$ cat config.mk
export PLATFORM = sky130hd
export DESIGN_NAME = lcd_controller
export DESIGN_NICKNAME = d
export VERILOG_FILES = /design/src/rtl/lcd_pkg.sv /design/src/rtl/lcd_req_fifo.sv /design/src/rtl/lcd_controller.sv
export SDC_FILE = /design/constraint.sdc
export NUM_CORES = 1
export LEC_CHECK = 0
export BUFFER_PORTS_ARGS = -buffer_cell sky130_fd_sc_hd__buf_2
export CAP_MARGIN = 5
export CORE_UTILIZATION = 64
export DETAILED_ROUTE_END_ITERATION = 16
export GPL_TIMING_DRIVEN = 0
export PLACE_DENSITY = 0.87
export SLEW_MARGIN = 20
export SYNTH_ARGS = -nofsm -noshare
export SYNTH_HDL_FRONTEND = slang
export SYNTH_HIERARCHICAL = 1
export SYNTH_SLANG_ARGS = --single-unit
$ cat constraint.sdc
create_clock -name i_clk -period 6.6 [get_ports i_clk]
set_input_delay 0.33 -clock i_clk [delete_from_list [all_inputs] [get_ports i_clk]]
set_output_delay 0.33 -clock i_clk [all_outputs]
set_load 0.01 [all_outputs]
$ cat src/rtl/lcd_pkg.sv
// Shared FSM state type and command constants for the HD44780-style LCD controller.
// LCD_INIT_SEQ_EN adds the power-on init states.
package lcd_pkg;

`ifdef LCD_INIT_SEQ_EN
  typedef enum logic [2:0] {
    StIdle, StSetup, StPulse, StHold, StWait, StInitPwr, StInitCmd
  } lcd_state_e;
`else
  typedef enum logic [2:0] {
    StIdle, StSetup, StPulse, StHold, StWait
  } lcd_state_e;
`endif

  // Commands that need the long execution wait.
  localparam logic [7:0] CmdClear   = 8'h01;
  localparam logic [7:0] CmdHome    = 8'h02;
  localparam logic [7:0] CmdHomeAlt = 8'h03;

  // Power-on init command ROM, issued in this order.
  localparam logic [7:0] InitFuncSet   = 8'h38;
  localparam logic [7:0] InitDispOn    = 8'h0C;
  localparam logic [7:0] InitClear     = 8'h01;
  localparam logic [7:0] InitEntryMode = 8'h06;
  localparam int unsigned InitLen      = 4;

  function automatic logic [7:0] init_cmd(logic [1:0] idx);
    logic [7:0] cmd;
    unique case (idx)
      2'd0: cmd = InitFuncSet;
      2'd1: cmd = InitDispOn;
      2'd2: cmd = InitClear;
      2'd3: cmd = InitEntryMode;
    endcase
    return cmd;
  endfunction

  function automatic logic is_long_cmd(logic rs, logic [7:0] data);
    return !rs && ((data == CmdClear) || (data == CmdHome) || (data == CmdHomeAlt));
  endfunction

  function automatic int unsigned max2(int unsigned a, int unsigned b);
    return (a > b) ? a : b;
  endfunction

endpackage

$ cat src/rtl/lcd_req_fifo.sv
// Synchronous request FIFO; power-of-two depth, extra pointer bit distinguishes full from empty.
module lcd_req_fifo #(
  parameter int unsigned Depth = 4,
  parameter int unsigned Width = 9
) (
  input  logic             clk_i,
  input  logic             reset_i,
  input  logic             push_i,
  input  logic [Width-1:0] wdata_i,
  output logic             full_o,
  input  logic             pop_i,
  output logic [Width-1:0] rdata_o,
  output logic             empty_o
);

  localparam int unsigned PtrW = $clog2(Depth);

  logic [Width-1:0] mem_q [Depth];
  logic [PtrW:0]    wptr_q, rptr_q;
  logic             do_push, do_pop;

  assign empty_o = (wptr_q == rptr_q);
  assign full_o  = (wptr_q[PtrW] != rptr_q[PtrW]) &&
                   (wptr_q[PtrW-1:0] == rptr_q[PtrW-1:0]);
  assign do_push = push_i && !full_o;
  assign do_pop  = pop_i && !empty_o;
  assign rdata_o = mem_q[rptr_q[PtrW-1:0]];

  always_ff @(posedge clk_i) begin
    if (reset_i) begin
      wptr_q <= '0;
      rptr_q <= '0;
    end else begin
      if (do_push) wptr_q <= wptr_q + (PtrW+1)'(1);
      if (do_pop)  rptr_q <= rptr_q + (PtrW+1)'(1);
    end
  end

  always_ff @(posedge clk_i) begin
    if (do_push) mem_q[wptr_q[PtrW-1:0]] <= wdata_i;
  end

endmodule

$ cat src/rtl/lcd_controller.sv
// Buffered write-only LCD bus controller: SETUP/PULSE/HOLD/WAIT strobe sequencer per request.
// Define LCD_INIT_SEQ_EN to add the power-up wait and built-in init command sequence.
module lcd_controller
  import lcd_pkg::*;
#(
  parameter int unsigned SETUP_CYC  = 2,
  parameter int unsigned PULSE_CYC  = 12,
  parameter int unsigned HOLD_CYC   = 2,
  parameter int unsigned EXEC_CYC   = 2000,
  parameter int unsigned CLEAR_CYC  = 82000,
  parameter int unsigned FIFO_DEPTH = 4
`ifdef LCD_INIT_SEQ_EN
  ,
  parameter int unsigned POWERUP_CYC = 750000
`endif
) (
  input  logic       i_clk,
  input  logic       i_reset,
  input  logic       i_req_vld,
  input  logic       i_req_rs,
  input  logic [7:0] i_req_data,
  output logic       o_req_rdy,
  output logic       o_busy,
  output logic       o_init_done,
  output logic [7:0] o_lcd_data,
  output logic       o_lcd_rs,
  output logic       o_lcd_rw,
  output logic       o_lcd_en,
  output logic       o_lcd_on
);

`ifdef LCD_INIT_SEQ_EN
  localparam int unsigned LongCyc = max2(CLEAR_CYC, POWERUP_CYC);
`else
  localparam int unsigned LongCyc = CLEAR_CYC;
`endif
  localparam int unsigned MaxCyc = max2(max2(max2(SETUP_CYC, PULSE_CYC),
                                             max2(HOLD_CYC, EXEC_CYC)), LongCyc);
  localparam int unsigned CntW   = (MaxCyc > 1) ? $clog2(MaxCyc) : 1;

  function automatic logic [CntW-1:0] ld(int unsigned n);
    return CntW'(n - 1);
  endfunction

  lcd_state_e state_q, state_d;
  logic [CntW-1:0] cnt_q, cnt_d;
  logic [7:0] data_q, data_d;
  logic rs_q, rs_d;
  logic en_q, on_q;
  logic init_done;
  logic fifo_full, fifo_empty, fifo_pop;
  logic [8:0] fifo_rdata;

`ifdef LCD_INIT_SEQ_EN
  logic [2:0] idx_q, idx_d;
  logic init_done_q, init_done_d;
  assign init_done = init_done_q;
`else
  assign init_done = 1'b1;
`endif

  lcd_req_fifo #(
    .Depth(FIFO_DEPTH),
    .Width(9)
  ) u_req_fifo (
    .clk_i  (i_clk),
    .reset_i(i_reset),
    .push_i (i_req_vld),
    .wdata_i({i_req_rs, i_req_data}),
    .full_o (fifo_full),
    .pop_i  (fifo_pop),
    .rdata_o(fifo_rdata),
    .empty_o(fifo_empty)
  );

  always_comb begin
    state_d  = state_q;
    cnt_d    = cnt_q;
    data_d   = data_q;
    rs_d     = rs_q;
    fifo_pop = 1'b0;
`ifdef LCD_INIT_SEQ_EN
    idx_d       = idx_q;
    init_done_d = init_done_q;
`endif
    unique case (state_q)
      StIdle: begin
        if (!fifo_empty && init_done) begin
          fifo_pop       = 1'b1;
          {rs_d, data_d} = fifo_rdata;
          state_d        = StSetup;
          cnt_d          = ld(SETUP_CYC);
        end
      end
      StSetup: begin
        if (cnt_q == '0) begin
          state_d = StPulse;
          cnt_d   = ld(PULSE_CYC);
        end else begin
          cnt_d = cnt_q - CntW'(1);
        end
      end
      StPulse: begin
        if (cnt_q == '0) begin
          state_d = StHold;
          cnt_d   = ld(HOLD_CYC);
        end else begin
          cnt_d = cnt_q - CntW'(1);
        end
      end
      StHold: begin
        if (cnt_q == '0) begin
          state_d = StWait;
          cnt_d   = is_long_cmd(rs_q, data_q) ? ld(CLEAR_CYC) : ld(EXEC_CYC);
        end else begin
          cnt_d = cnt_q - CntW'(1);
        end
      end
      StWait: begin
        if (cnt_q == '0) begin
`ifdef LCD_INIT_SEQ_EN
          if (!init_done_q) begin
            if (idx_q == 3'(InitLen)) begin
              init_done_d = 1'b1;
              state_d     = StIdle;
            end else begin
              state_d = StInitCmd;
            end
          end else
`endif
          // Chain straight into the next strobe when work is queued.
          if (!fifo_empty) begin
            fifo_pop       = 1'b1;
            {rs_d, data_d} = fifo_rdata;
            state_d        = StSetup;
            cnt_d          = ld(SETUP_CYC);
          end else begin
            state_d = StIdle;
          end
        end else begin
          cnt_d = cnt_q - CntW'(1);
        end
      end
`ifdef LCD_INIT_SEQ_EN
      // Reset leaves the counter at zero, so the power-up wait counts up instead.
      StInitPwr: begin
        if (cnt_q == CntW'(POWERUP_CYC - 1)) begin
          state_d = StInitCmd;
          cnt_d   = '0;
        end else begin
          cnt_d = cnt_q + CntW'(1);
        end
      end
      StInitCmd: begin
        data_d  = init_cmd(idx_q[1:0]);
        rs_d    = 1'b0;
        idx_d   = idx_q + 3'd1;
        state_d = StSetup;
        cnt_d   = ld(SETUP_CYC);
      end
`endif
      default: state_d = StIdle;
    endcase
  end

  always_ff @(posedge i_clk) begin
    if (i_reset) begin
`ifdef LCD_INIT_SEQ_EN
      state_q     <= StInitPwr;
      idx_q       <= '0;
      init_done_q <= 1'b0;
`else
      state_q <= StIdle;
`endif
      cnt_q  <= '0;
      data_q <= '0;
      rs_q   <= 1'b0;
      en_q   <= 1'b0;
      on_q   <= 1'b0;
    end else begin
`ifdef LCD_INIT_SEQ_EN
      idx_q       <= idx_d;
      init_done_q <= init_done_d;
`endif
      state_q <= state_d;
      cnt_q   <= cnt_d;
      data_q  <= data_d;
      rs_q    <= rs_d;
      en_q    <= (state_d == StPulse);
      on_q    <= 1'b1;
    end
  end

  assign o_req_rdy   = !fifo_full;
  assign o_busy      = (state_q != StIdle) || !fifo_empty;
  assign o_init_done = init_done;
  assign o_lcd_data  = data_q;
  assign o_lcd_rs    = rs_q;
  assign o_lcd_rw    = 1'b0;
  assign o_lcd_en    = en_q;
  assign o_lcd_on    = on_q;

endmodule

==> results of run 1 <==
==> Yosys cell counts (4+ instances only) <==
library cell	number
nor3b_1	4
a31oi_1	14
xnor2_1	5
inv_1	10
mux4_2	9
dfxtp_1	39
nand3_1	8
clkbuf_1	7
nor3_1	8
edfxtp_1	36
and2_1	5
nand2_1	25
nand3b_1	5
nand4_1	4
mux2i_1	10
or4_1	5
o211ai_1	6
o21ai_0	17
ha_1	7
xor2_1	4
nor2_1	28
a211oi_1	5
a21oi_1	12
buf_2	4
==> placed cells by master, fill, tap and decap left out, types with 3 or more instances in the layout <==
| cell | synthesis | final |
|---|---|---|
| nand4_1 | 4 | 4 |
| nor2_1 | 28 | 28 |
| inv_8 | 0 | 3 |
| and3_1 | 3 | 3 |
| o211ai_1 | 6 | 6 |
| nand3_1 | 8 | 8 |
| a211oi_1 | 5 | 5 |
| edfxtp_1 | 36 | 36 |
| o31ai_1 | 3 | 3 |
| dfxtp_1 | 39 | 39 |
| inv_1 | 10 | 10 |
| mux2i_1 | 10 | 10 |
| buf_2 | 4 | 28 |
| nor3_1 | 8 | 8 |
| ha_1 | 7 | 7 |
| or4_1 | 5 | 5 |
| a31oi_1 | 14 | 14 |
| nand3b_1 | 5 | 5 |
| nor3b_1 | 4 | 4 |
| and2_1 | 5 | 5 |
| o21ai_0 | 17 | 17 |
| o41ai_1 | 3 | 3 |
| mux4_2 | 9 | 9 |
| clkbuf_8 | 1 | 10 |
| xor2_1 | 4 | 4 |
| a41oi_1 | 3 | 3 |
| nor4_1 | 3 | 3 |
| xnor2_1 | 5 | 5 |
| a21oi_1 | 12 | 12 |
| clkbuf_1 | 7 | 7 |
| nand2_1 | 25 | 25 |
==> registers in the layout, indices dropped and copies added (netlist names), named ones only <==
signal and cells:
state_q 3, u_req_fifo/rptr_q 3, o_lcd_on 1, o_lcd_en 1
o_lcd_rs 1, cnt_q 17, u_req_fifo/mem_q 36, u_req_fifo/wptr_q 3
o_lcd_data 8
==> path summary, 6_finish.rpt <==
check | start | to | slack [ps] | depth (start not counted)
min | i_req_data[3] | u_req_fifo/mem_q[0][3]$_DFFE_PP_ | 170 | 1
max reg2reg | u_req_fifo/wptr_q[1]$_SDFFE_PP0P_ | register | 3560 | 11
max | u_req_fifo/wptr_q[1]$_SDFFE_PP0P_ | register | 3560 | 11
min reg2reg | cnt_q[16]$_SDFFE_PP0P_ | cnt_q[16]$_SDFFE_PP0P_ | 530 | 2
==> metal layers <==
| metal | track usage (%) | vias up |
|---|---|---|
| met5 | 0 | - |
| met4 | 12.6 | 0 |
| met3 | 7.65 | 24 |
| met2 | 46.5 | 114 |
| met1 | 33.6 | 1390 |
| li1 | - | 1346 |
==> stage by stage <==
stage / worst slack (ps) / hold slack (ps) / std cells / instance area [um^2] / utilization, %
after floorplan: 4240 / 429 / 334 / 3680 / -
after global placement: 3790 / 488 / 430 / 3890 / 70.2
after detailed placement: 3710 / 500 / 430 / 3890 / 70.2
after CTS: 3660 / 166 / 446 / 4080 / 73.7
after global routing: 3290 / 164 / 446 / 4080 / 73.7
final: 3560 / 175 / 446 / 4080 / 73.7
==> cells by family (layout without fill, tap and decap cells) <==
| kind of cell | Yosys count | after routing | share of synthesized area (%) |
|---|---|---|---|
| other cells | 2 | 2 | 0.204 |
| flops | 75 | 75 | 50.6 |
| simple gates | 112 | 112 | 17.5 |
| xor+xnor | 9 | 9 | 2.14 |
| buf+inv | 28 | 68 | 3.98 |
| fa+ha+maj | 7 | 7 | 2.38 |
| mux | 20 | 20 | 8.53 |
| compound gates | 81 | 81 | 14.7 |
==> cell type report <==
| cell class | count | area [um^2] |
|---|---|---|
| buffer | 18 | 109 |
| clock buffer | 9 | 124 |
| clock inverter | 7 | 66.3 |
| fill | 374 | 1460 |
| inverter | 10 | 37.5 |
| multi-input combinational | 231 | 1670 |
| sequential | 75 | 1860 |
| tap | 72 | 90.1 |
| timing repair buffer | 24 | 120 |
==> where the power goes <==
| part | internal (mW) | switching, mW |
|---|---|---|
| sequential | 0.593 | 0.0889 |
| clock | 0.146 | 0.191 |
| combinational | 0.389 | 0.611 |
| total | 1.13 | 0.891 |
==> results.json, run 1 <==
{
  "post_cts_buffers": 0,
  "yosys_warnings": 6,
  "cp_max_fo": 10,
  "root_buffer": "clkbuf_8",
  "crit_path_start_kind": "register",
  "dieArea_um2": 6060,
  "min_period_ps": 3040,
  "slowest_delay_ps": 460,
  "cts_tree": "yes",
  "holdBufCountCts": 0,
  "die_h_um": 77.8,
  "portBuffers": 24,
  "top_layer_used": "met4",
  "synth_top_area_share_pct": 29.4,
  "grt_start_max_net_pins": 17,
  "avgSynthCellArea_um2": 11.0,
  "placementRows": 27,
  "antenna_found_initial": 0,
  "status": "finished clean",
  "overflow": 0,
  "synthFlopType": "dfxtp_1",
  "cts_resized": 0,
  "clk_latency_ps": 360,
  "htree_levels": 3,
  "gp_congestion": 0.891,
  "synth_cells": 334,
  "powerDensity_nw_per_um2": 495,
  "max-slew-margin-rel_pct": 25.4,
  "finalSetupTns_ps": 0,
  "drt_pass1_iterations": 5,
  "path_clk_slew_ps": 90,
  "synth_enable_flop_cells": 36,
  "antenna_cells": 0,
  "crit_path_end_kind": "register",
  "async_reset_ff_share_pct": 0,
  "dp_hpwl_mm": 5.46,
  "worst_slew_pin_slew_ps": 1110,
  "nNetsFinal": 388,
  "setup_viol": 0,
  "initial_core_util_pct": 66.4,
  "cts_max_path_buffers": 2,
  "synth_area_leaders": "edfxtp_1, dfxtp_1, mux4_2, nor2_1, mux2i_1",
  "worstPathRequired_ps": 6830,
  "drv_cap": 0,
  "wl_per_cell_um": 17.5,
  "synthesis.area_um2": 3680,
  "drt-vias-per-instance": 6.44,
  "vias": 2874,
  "fp.dieW_um": 77.8,
  "slew_violations": 0,
  "wl_met3_um": 474,
  "synth_top_area_cell": "edfxtp_1",
  "worstPathCellList": "buf_6 > xnor2_1 > nand2_1 > nor2_1 > clkbuf_1 > nand3b_1 > buf_2 > inv_1 > nor3b_1 > a21oi_1 > o211ai_1",
  "worstPathArrival_ps": 3270,
  "synth-seq-cells": 75,
  "fin_crit_sh_pct": 46.0,
  "track_usage_pct": 27.9,
  "grt_pass1_vias": 2777,
  "ir_drop_mv": 0.311,
  "drive_gt1_share_pct": 18.7,
  "met2WireLength_mm": 3.97,
  "rsz0062_at_grt": "false",
  "initialDrtViolationCount": 300,
  "drc_errors": 0,
  "final_hold_viol_count": 0,
  "hp-class": "in -> reg",
  "clock-sinks": 75,
  "grt_pass1_wl_mm": 12.9,
  "total_power_mw": 2.02,
  "io_pins": 27,
  "drt-met1-wl_mm": 3.15,
  "crit_type": "reg -> reg",
  "syn_nets": 353,
  "coreArea_um2": 5540,
  "ys_types": 61,
  "drtAntennaViolNets": 0,
  "max_clock_freq_mhz": 329,
  "path_buf_inv": 4,
  "critPathTopFamily": "buffers and inverters",
  "area_growth_pct": 10.9,
  "critPathSlowestCell": "xnor2_1",
  "fin_skew_ps": 11.6,
  "wirelength_mm": 7.78,
  "cts_buffers": 9,
  "p_leak_nw": 1.52,
  "ys_seq_area_share_pct": 50.6
}
Power figures use the tool's default switching activity.
==> inputs of run 2 (changes only) <==
--- a/config.mk
+++ b/config.mk
@@ -7,10 +7,10 @@
 export LEC_CHECK = 0
 export BUFFER_PORTS_ARGS = -buffer_cell sky130_fd_sc_hd__buf_2
 export CAP_MARGIN = 5
-export CORE_UTILIZATION = 64
+export CORE_UTILIZATION = 54
 export DETAILED_ROUTE_END_ITERATION = 16
 export GPL_TIMING_DRIVEN = 0
-export PLACE_DENSITY = 0.87
+export PLACE_DENSITY = 0.79
 export SLEW_MARGIN = 20
 export SYNTH_ARGS = -nofsm -noshare
 export SYNTH_HDL_FRONTEND = slang
==> constraint.sdc (replaced) <==
create_clock -name i_clk -period 2.56 [get_ports i_clk]
set_input_delay 0.128 -clock i_clk [delete_from_list [all_inputs] [get_ports i_clk]]
set_output_delay 0.128 -clock i_clk [all_outputs]
set_load 0.01 [all_outputs]
==> run 2 against run 1 <==
  * Die area up 18%
  * Non-clock buffer count up 10
  * Core utilization down 7.5 points
  * Critical path depth unchanged
  * Fmax up 27%
  * Sequential share of layout area down 2.0 points
  * Clock-buffer cell count unchanged
  * Hold slack worse by 160 ps
  * Register-to-register slack worse by 3400 ps
  * Combinational power rose to 2.7 times the previous value
  * Final cell count up 3.4%
  * Sequential cell count unchanged
  * Largest cell class unchanged
  * Largest power group unchanged
==> results.json, run 2 (synthesized netlist as in run 1, its figures left out) <==
{
  "status": "finished clean",
  "initialDrtViolationCount": 278,
  "drv_cap": 0,
  "min_period_ps": 2390,
  "worst_slew_pin_slew_ps": 709,
  "wl_per_cell_um": 18.0,
  "wirelength_mm": 8.30,
  "drive_gt1_share_pct": 21.6,
  "crit_path_start": "u_req_fifo/wptr_q[1]$_SDFFE_PP0P_",
  "placed_cells": 435,
  "final_common_cell": "dfxtp_1",
  "dpl_worst_slack_ps": -322,
  "path_clk_slew_ps": 90,
  "p_leak_nw": 1.59,
  "slowest_delay_ps": 350,
  "drt_pass1_iterations": 5,
  "seqCellArea_um2": 1860,
  "die_h_um": 84.6,
  "nNetsFinal": 398,
  "setup_ws_ps": 168,
  "rr_worst_depth": 11,
  "fin_crit_sh_pct": 93.4,
  "overflow": 0,
  "n_fill_cell": 484,
  "worstPathRequired_ps": 2790,
  "worstPathCellList": "buf_6 > xnor2_4 > nand2_2 > nor2_1 > buf_2 > nand3b_1 > buf_4 > inv_1 > nor3b_2 > a21oi_1 > o211ai_1",
  "largest_register_ffs": 36,
  "r2r_end": "u_req_fifo/rptr_q[0]$_SDFFE_PP0P_",
  "antenna_cells": 0,
  "ir_drop_mv": 0.597,
  "area_growth_pct": 16.0,
  "dieArea_um2": 7150,
  "drtAntennaViolNets": 0,
  "setup_viol": 0,
  "track_usage_pct": 25.0,
  "gp_congestion": 0.889,
  "rsz0062_at_grt": "false",
  "total_power_mw": 5.38,
  "hold_path_end": "o_lcd_on$_DFF_P_",
  "hp-class": "in -> reg",
  "holdWs_ps": 17.2,
  "stdcell_count": 461,
  "drt-vias-per-instance": 6.28,
  "cts_max_path_buffers": 2,
  "placementRows": 29,
  "root_buffer": "clkbuf_8",
  "dp_hpwl_mm": 5.44,
  "rrSetupSlack_ps": 170,
  "worstPathArrival_ps": 2620,
  "min-delay-start": "i_reset",
  "worstHoldPathCells": 2,
  "fp.dieW_um": 84.6,
  "layout_common_cells": "dfxtp_1, edfxtp_1, buf_2, nor2_1, nand2_1",
  "finalSetupTns_ps": 0,
  "fin_skew_ps": 8.11,
  "cts_tree": "yes",
  "vias": 2894,
  "initial_core_util_pct": 57.0,
  "coreArea_um2": 6460,
  "max-slew-margin-rel_pct": 52.1,
  "htree_levels": 3,
  "portBuffers": 24,
  "crit_type": "reg -> reg",
  "slew_violations": 0,
  "multiInputGateArea_um2": 1750,
  "max_clock_freq_mhz": 418,
  "crit_path_start_kind": "register",
  "clk_latency_ps": 360,
  "grt_pass1_wl_mm": 13.7,
  "cts_buffers": 9,
  "final_hold_viol_count": 0,
  "io_pins": 27,
  "cp_max_fo": 10,
  "r2r-start": "u_req_fifo/wptr_q[1]$_SDFFE_PP0P_",
  "antenna_found_initial": 0,
  "grt_start_max_net_pins": 18,
  "drc_errors": 0,
  "grt_pass1_vias": 2831,
  "crit_path_end_kind": "register",
  "powerDensity_nw_per_um2": 1260,
  "critPathSlowestCell": "dfxtp_1",
  "clock-sinks": 75
}
-- run 2: cell types whose count changed in the layout (fill, tap and decap cells not counted), moves of 2 or more --
cell	before	now
buf_4	2	4
clkinvlp_4	2	0
dfxtp_1	39	37
dfxtp_2	0	2
dlygate4sd3_1	0	9
inv_6	1	4
nor3_1	8	6
nor3_2	0	2
xnor2_1	5	3
xnor2_4	0	2
-- run 2: area by class of cell --
type	count	share of cell area, %
flip-flops and latches	75	43.6
repair buffers	34	5.10
clock buffers	9	2.90
inverters	10	0.879
well taps	77	2.26
plain buffers	18	2.64
clock inverters	7	1.73
multi-input cells	231	40.9
-- run 2: repair_timing --
item | CTS | global route
resized for setup | 4 | 11
pin swaps | 0 | 1
buffers inserted | 0 | 1
hold buffers | 9 | 0
endpoints found under the setup margin | 14 | 8
hold endpoints to repair | 36 | 0
-- run 2: worst max-delay path: cells and delay by family, from the launching register on --
family                 cells  cell delay (ps)
buffers and inverters      4              760
XOR/XNOR                   1              250
flip-flops                 1              350
AO/OA/AOI/OAI              2              320
AND/OR/NAND/NOR            4              580
-- run 2: how the worst max path moves through the flow --
stage / to / slack, ps / cells after the start
final: u_req_fifo/rptr_q[0]$_SDFFE_PP0P_ / 170 / 11
after detailed placement: register / -320 / 10
after CTS: register / 90 / 9
after global routing: register / 10 / 11
after floorplan: register / 200 / 11
after global placement: register / -270 / 10
-- run 2: routing by layer --
layer	global-route usage (%)	share of wire, %	vias to the layer above
met1	30.5	42	1410
met3	6.10	4.8	19
li1	-	-	1369
met4	10.0	2.0	0
met2	42.8	51	96
met5	0	0	-
-- run 2: power by group --
part	switching (mW)	total [mW]	internal, mW	leakage [nW]
combinational	1.62	2.71	1.08	0.838
sequential	0.243	1.77	1.53	0.650
clock	0.518	0.905	0.387	0.102
-- run 2: stage by stage --
| stage | utilization (%) | instance area, um^2 |
|---|---|---|
| floorplan | - | 3680 |
| global placement | 60.3 | 3900 |
| detailed placement | 60.3 | 3900 |
| CTS | 65.1 | 4200 |
| global route | 66.1 | 4270 |
| finish | 66.1 | 4270 |
